--- config.mk ---
export PLATFORM = sky130hd
export DESIGN_NAME = ram_arbiter_2p
export DESIGN_NICKNAME = d
export VERILOG_FILES = /design/src/rtl/ram_arbiter_2p.sv
export SDC_FILE = /design/constraint.sdc
export NUM_CORES = 1
export LEC_CHECK = 0
export CAP_MARGIN = 40
export CORE_UTILIZATION = 38
export DETAILED_ROUTE_END_ITERATION = 12
export PLACE_DENSITY = 0.86
export SLEW_MARGIN = 5
export SYNTH_ARGS = -nofsm -noshare
export SYNTH_HDL_FRONTEND = slang
export SYNTH_SLANG_ARGS = --single-unit
--- constraint.sdc ---
create_clock -name CLK -period 2.8 [get_ports CLK]
set_input_delay 0.42 -clock CLK [delete_from_list [all_inputs] [get_ports CLK]]
set_output_delay 0.42 -clock CLK [all_outputs]
set_load 0.02 [all_outputs]
--- src/rtl/ram_arbiter_2p.sv ---
// Two-port round-robin arbiter in front of a single-port 4K x 32 SRAM macro.
// Port 0 is instruction fetch, port 1 is data/DMA; read data returns one cycle after grant.
module ram_arbiter_2p #(
  parameter int AW         = 13,
  parameter int DEPTH_LOG2 = 12,
  parameter int FIXED_PRIO = 0
) (
  input  logic          CLK,
  input  logic          RST,
  input  logic          REQ0,
  input  logic [AW-1:0] A0,
  input  logic [3:0]    WE0,
  input  logic [31:0]   WDATA0,
  output logic          GNT0,
  output logic          RVALID0,
  output logic          RERR0,
  output logic [31:0]   RDATA0,
  input  logic          REQ1,
  input  logic [AW-1:0] A1,
  input  logic [3:0]    WE1,
  input  logic [31:0]   WDATA1,
  output logic          GNT1,
  output logic          RVALID1,
  output logic          RERR1,
  output logic [31:0]   RDATA1,
  output logic          RAM_EN,
  output logic [3:0]    RAM_WE,
  output logic [AW-1:0] RAM_A,
  output logic [31:0]   RAM_Di,
  input  logic [31:0]   RAM_Do
);

  logic          last_gnt;
  logic          pick1;
  logic          any_gnt;
  logic          in_range;
  logic          is_rd;
  logic [AW-1:0] sel_a;
  logic [3:0]    sel_we;
  logic [31:0]   sel_wd;

  logic          rd_pend;
  logic          rd_port;
  logic          rd_ok;
  logic [31:0]   rd_data;
  logic [31:0]   rdata0_q;
  logic [31:0]   rdata1_q;

  // last_gnt = 1 means port 1 was granted most recently
  always_comb begin
    pick1 = 1'b0;
    if (REQ0 && REQ1)
      pick1 = (FIXED_PRIO == 0) && !last_gnt;
    else
      pick1 = REQ1;
  end

  assign GNT0    = !RST && REQ0 && !pick1;
  assign GNT1    = !RST && REQ1 && pick1;
  assign any_gnt = GNT0 || GNT1;

  assign sel_a    = pick1 ? A1 : A0;
  assign sel_we   = pick1 ? WE1 : WE0;
  assign sel_wd   = pick1 ? WDATA1 : WDATA0;
  assign in_range = (sel_a >> DEPTH_LOG2) == '0;
  assign is_rd    = any_gnt && (sel_we == 4'b0000);

  assign RAM_EN = any_gnt && in_range;
  assign RAM_WE = any_gnt ? sel_we : 4'b0000;
  assign RAM_A  = sel_a;
  assign RAM_Di = sel_wd;

  assign rd_data = rd_ok ? RAM_Do : 32'h0;

  assign RVALID0 = rd_pend && !rd_port && !RST;
  assign RVALID1 = rd_pend && rd_port && !RST;
  assign RERR0   = RVALID0 && !rd_ok;
  assign RERR1   = RVALID1 && !rd_ok;
  assign RDATA0  = RVALID0 ? rd_data : rdata0_q;
  assign RDATA1  = RVALID1 ? rd_data : rdata1_q;

  always_ff @(posedge CLK) begin
    if (RST) begin
      last_gnt <= 1'b1;
      rd_pend  <= 1'b0;
      rd_port  <= 1'b0;
      rd_ok    <= 1'b0;
      rdata0_q <= 32'h0;
      rdata1_q <= 32'h0;
    end else begin
      if (any_gnt)
        last_gnt <= GNT1;
      rd_pend <= is_rd;
      rd_port <= GNT1;
      rd_ok   <= in_range;
      if (RVALID0)
        rdata0_q <= rd_data;
      if (RVALID1)
        rdata1_q <= rd_data;
    end
  end

endmodule
Yosys cells after proc, flatten, opt, wreduce, memory -nomap -nowiden
Cells that the tools add are included.
Widths: inputs -> output; s select.
Operators by class
  mux-type cells: 8
  reductions and logical operators: 21
Operator list (number)
  $mux 32: 4
  $logic_and 1x1->1: 13
  $logic_not 13->1: 1
  $mux 13: 1
  $mux 4: 2
  $logic_not 1->1: 5
  $logic_not 4->1: 1
  $logic_or 1x1->1: 1
  $mux 1: 1
Storage, ports and cells
  bits of input ports: 134
  flip-flop bits (word level): 68

Longest topological paths before layout
  depth after elaboration: 6
  depth in mapped cells: 7
  mapped depth without buffers: 4

Least setup slack after synthesis
OpenSTA, ideal clock, no wires.
  kind: input to output
  start point: input port RST
  end point: output port RERR0
  data required time: 2.380 ns
  path slack: 0.845 ns
  arrival time: 1.535 ns
  stages on the path: 5
  cells stage by stage: buf_6 or3b_1 buf_6 clkbuf_1 nor2_1
Between the ends
  word-level cells in the longest chain between the ends: 3
RTL lines
  from (decl): line 9  | input logic RST,
  $logic_not 1->1: line 75  | assign RVALID0 = rd_pend && !rd_port && !RST;
  $logic_and 1x1->1: line 75
  $logic_and 1x1->1: line 77  | assign RERR0 = RVALID0 && !rd_ok;
  to (decl): line 16  | output logic RERR0,
No other way between the ends.

Worst setup path in the final report
  start point: input port REQ0
  end point: output port RAM_Di[5]
Between the ends
  word-level cells in the longest chain between the ends: 3
RTL lines
  from (decl): line 10  | input logic REQ0,
  $logic_and 1x1->1: line 52  | if (REQ0 && REQ1)
  $mux 1: line 52
  $mux 32: line 64  | assign sel_wd = pick1 ? WDATA1 : WDATA0;
  to (decl): line 29  | output logic [31:0] RAM_Di,
No other way between the ends.

==> metrics <==
multiplexer area fraction after synthesis 0.858%; wire length per cell 15.6 um; grt total ovfl 0; Cell Area, Placed 6350 um^2; Post-Syn Area 3650 um^2; chip height 100 um; synth unique cells 26; via-per-instance ratio 4.96; final max-slew violation count 0; post-synthesis sequential area ratio 37.3%; CTS buffer count 9; Mapped Nets 661; Clk Latency, worst-skew pair 0.34 ns; Pre-Repair DR Iteration Count 5; part of the cycle the worst path needs 96.8%; Worst Setup Start Kind input port; r2r endpoint rdata0_q[27]; share of cells above drive strength 1 14.1%; EDFF count, synth 0; Slew Limit Headroom 55.7%; CP required 2.38 ns; routability cong. 0.866; Worst Skew 0.0114 ns; simple-gate portion of the synthesized area 42.0%; Yosys top cell area share 37.3%; drt initial violations 204; Ports 254; via count 4,521; area growth from synthesis to layout 81.4%; hold path cells 2; Rows 35; CTS sink cnt 68; first-pass GRT wire length 22.0 mm; largest family of logic cells by synthesized area simple AND/OR/NAND/NOR gates; Peak supply drop 0.217 mV; Setup Viol. Count Final 0; Critical Path End Type output pin; WHS Endpoint rdata1_q[1]; Worst Tran Pin Value 0.665 ns; Seq cells post-synth 68; compound-gate portion of the synthesized area 13.2%; Tmin final 2.71 ns; die area 9990 um^2; Synth area leaders dfxtp_1 37%, nand2_1 27%, nand3_2 8.0%; reg2reg start rd_pend; Worst R2R Path Depth 4; largest net degree at the start of global routing 52; r2r setup slk 1.40 ns; Max Root-Sink Buffers 2; commonest non-fill, non-tap cell in the layout nand2_1; dominant cell type by area after synthesis dfxtp_1; Layout Cell Area excl Fill 6610 um^2; port bufs 253; chip width 100 um; Starting Density 39.3%; Post-synth ARST share 0%; most frequent cells in the layout 265 x nand2_1, 245 x clkdlybuf4s50_1, 67 x dfxtp_1; P per Cell Area 392 nW/um^2; Final nets 911; HP Class reg2reg; Final Hold Vio Count 0; MaxCap Viol Count 0; RSZ-0062 raised after global routing false; H-tree depth 3; WS Path Type in2out; Synth Area in XOR/XNOR 0%; DRC viols 0; Avg Inst Size Synth 6.92 um^2; core area 9280 um^2; Post-Synth Adder-Cell Area 0%; prevailing post-synth register cell dfxtp_1; setup TNS 0 ns; # hold bufs at CTS 0; vias in the first global route 4,427; Pleak 2.89 nW; ANT nets after route 0; Arr. time, crit path 2.29 ns; clock tree from TritonCTS yes; CTS root buffer clkbuf_8; status finished clean; all-layer global routing usage 28.4%; cell count after synthesis 527; Crit Path Max Fanout 14; hpwl dp 11.0 mm; final WL 14.3 mm; Hold Startpoint rdata1_q[1]; clock-pin transition on the worst setup and hold timing paths 0.07 ns; fmax 369 MHz; Synth Warn # 0; initial antenna violation count 1
through the flow:
stage | std cells | setup slack (ns) | util, % | hold WS (ns) | total power, mW
after floorplan | 527 | 0.845 | - | 0.444 | 1.23
after global placement | 893 | 0.0963 | 68.4 | 0.450 | 1.63
after detailed placement | 893 | 0.0666 | 68.4 | 0.457 | 1.63
after CTS | 909 | 0.0546 | 71.0 | 0.467 | 2.60
after global routing | 912 | 0.00552 | 71.2 | 0.485 | 2.69
final | 912 | 0.0886 | 71.2 | 0.464 | 2.59
routing by layer:
| metal | part of all wire [%] | global-route usage [%] | wire (um) |
|---|---|---|---|
| met1 | 39 | 31.9 | 5520 |
| met5 | 0 | 0 | 0 |
| met2 | 53 | 52.4 | 7530 |
| met3 | 6.1 | 4.87 | 872 |
| met4 | 2.4 | 12.4 | 341 |
kinds of logic after synthesis:
group                  Yosys count
and+or+nand+nor                343
muxes                            3
AOI/OAI and AO/OA               71
DFF                             68
buffers and inverters           42
worst max-delay path by stage:
stage          slack (ns)         to  cells past startpoint  start
6_report             0.09  RAM_Di[5]                      7   REQ0
5_1_grt             0.006  RAM_Di[9]                      7   REQ0
4_1_cts              0.05  RAM_Di[5]                      7   REQ0
3_5_place_dp         0.07     RAM_EN                      5   REQ1
3_3_place_gp          0.1     RAM_EN                      5   REQ1
2_1_floorplan        0.84      RERR0                      5    RST
state kept, by name (all words and copies together) (netlist names):
name	count
rdata0_q	32
rd_pend	1
rdata1_q	32
rd_port	1
rd_ok	1
last_gnt	1
area by class of cell:
cell class | instances | area, um^2
antenna | 1 | 2.50
multi-input combinational | 417 | 2050
timing repair buffer | 278 | 2780
clock buffer | 10 | 128
sequential | 68 | 1360
inverter | 3 | 16.3
fill | 751 | 2670
tap | 129 | 161
clock inverter | 6 | 111
Yosys cell counts (2+ instances only):
| cell type | count |
|---|---|
| a21oi_1 | 37 |
| a21oi_2 | 29 |
| buf_1 | 3 |
| buf_12 | 3 |
| buf_2 | 13 |
| buf_6 | 2 |
| clkbuf_1 | 18 |
| dfxtp_1 | 68 |
| inv_1 | 2 |
| mux2i_1 | 2 |
| nand2_1 | 265 |
| nand3_1 | 35 |
| nand3_2 | 29 |
| nor2_1 | 8 |
| nor3_1 | 2 |
what timing repair did:
item / in CTS / in global routing
setup buffers: 0 / 2
endpoints found under the setup margin: 0 / 7
resized for setup: 0 / 1
worst max-delay path, cell delays in order:
cell	delay, ns
clkdlybuf4s50_1	0.45
buf_4	0.17
a21boi_4	0.26
buf_4	0.25
nand2_1	0.07
nand2_1	0.06
clkdlybuf4s50_1	0.61
report_power, final:
part	internal [mW]	total (mW)	switching, mW
Clock	0.594	0.973	0.379
Sequential	0.971	0.982	0.0110
Combinational	0.344	0.635	0.292
Total	1.91	2.59	0.682
(Power assumes the default switching activity.)
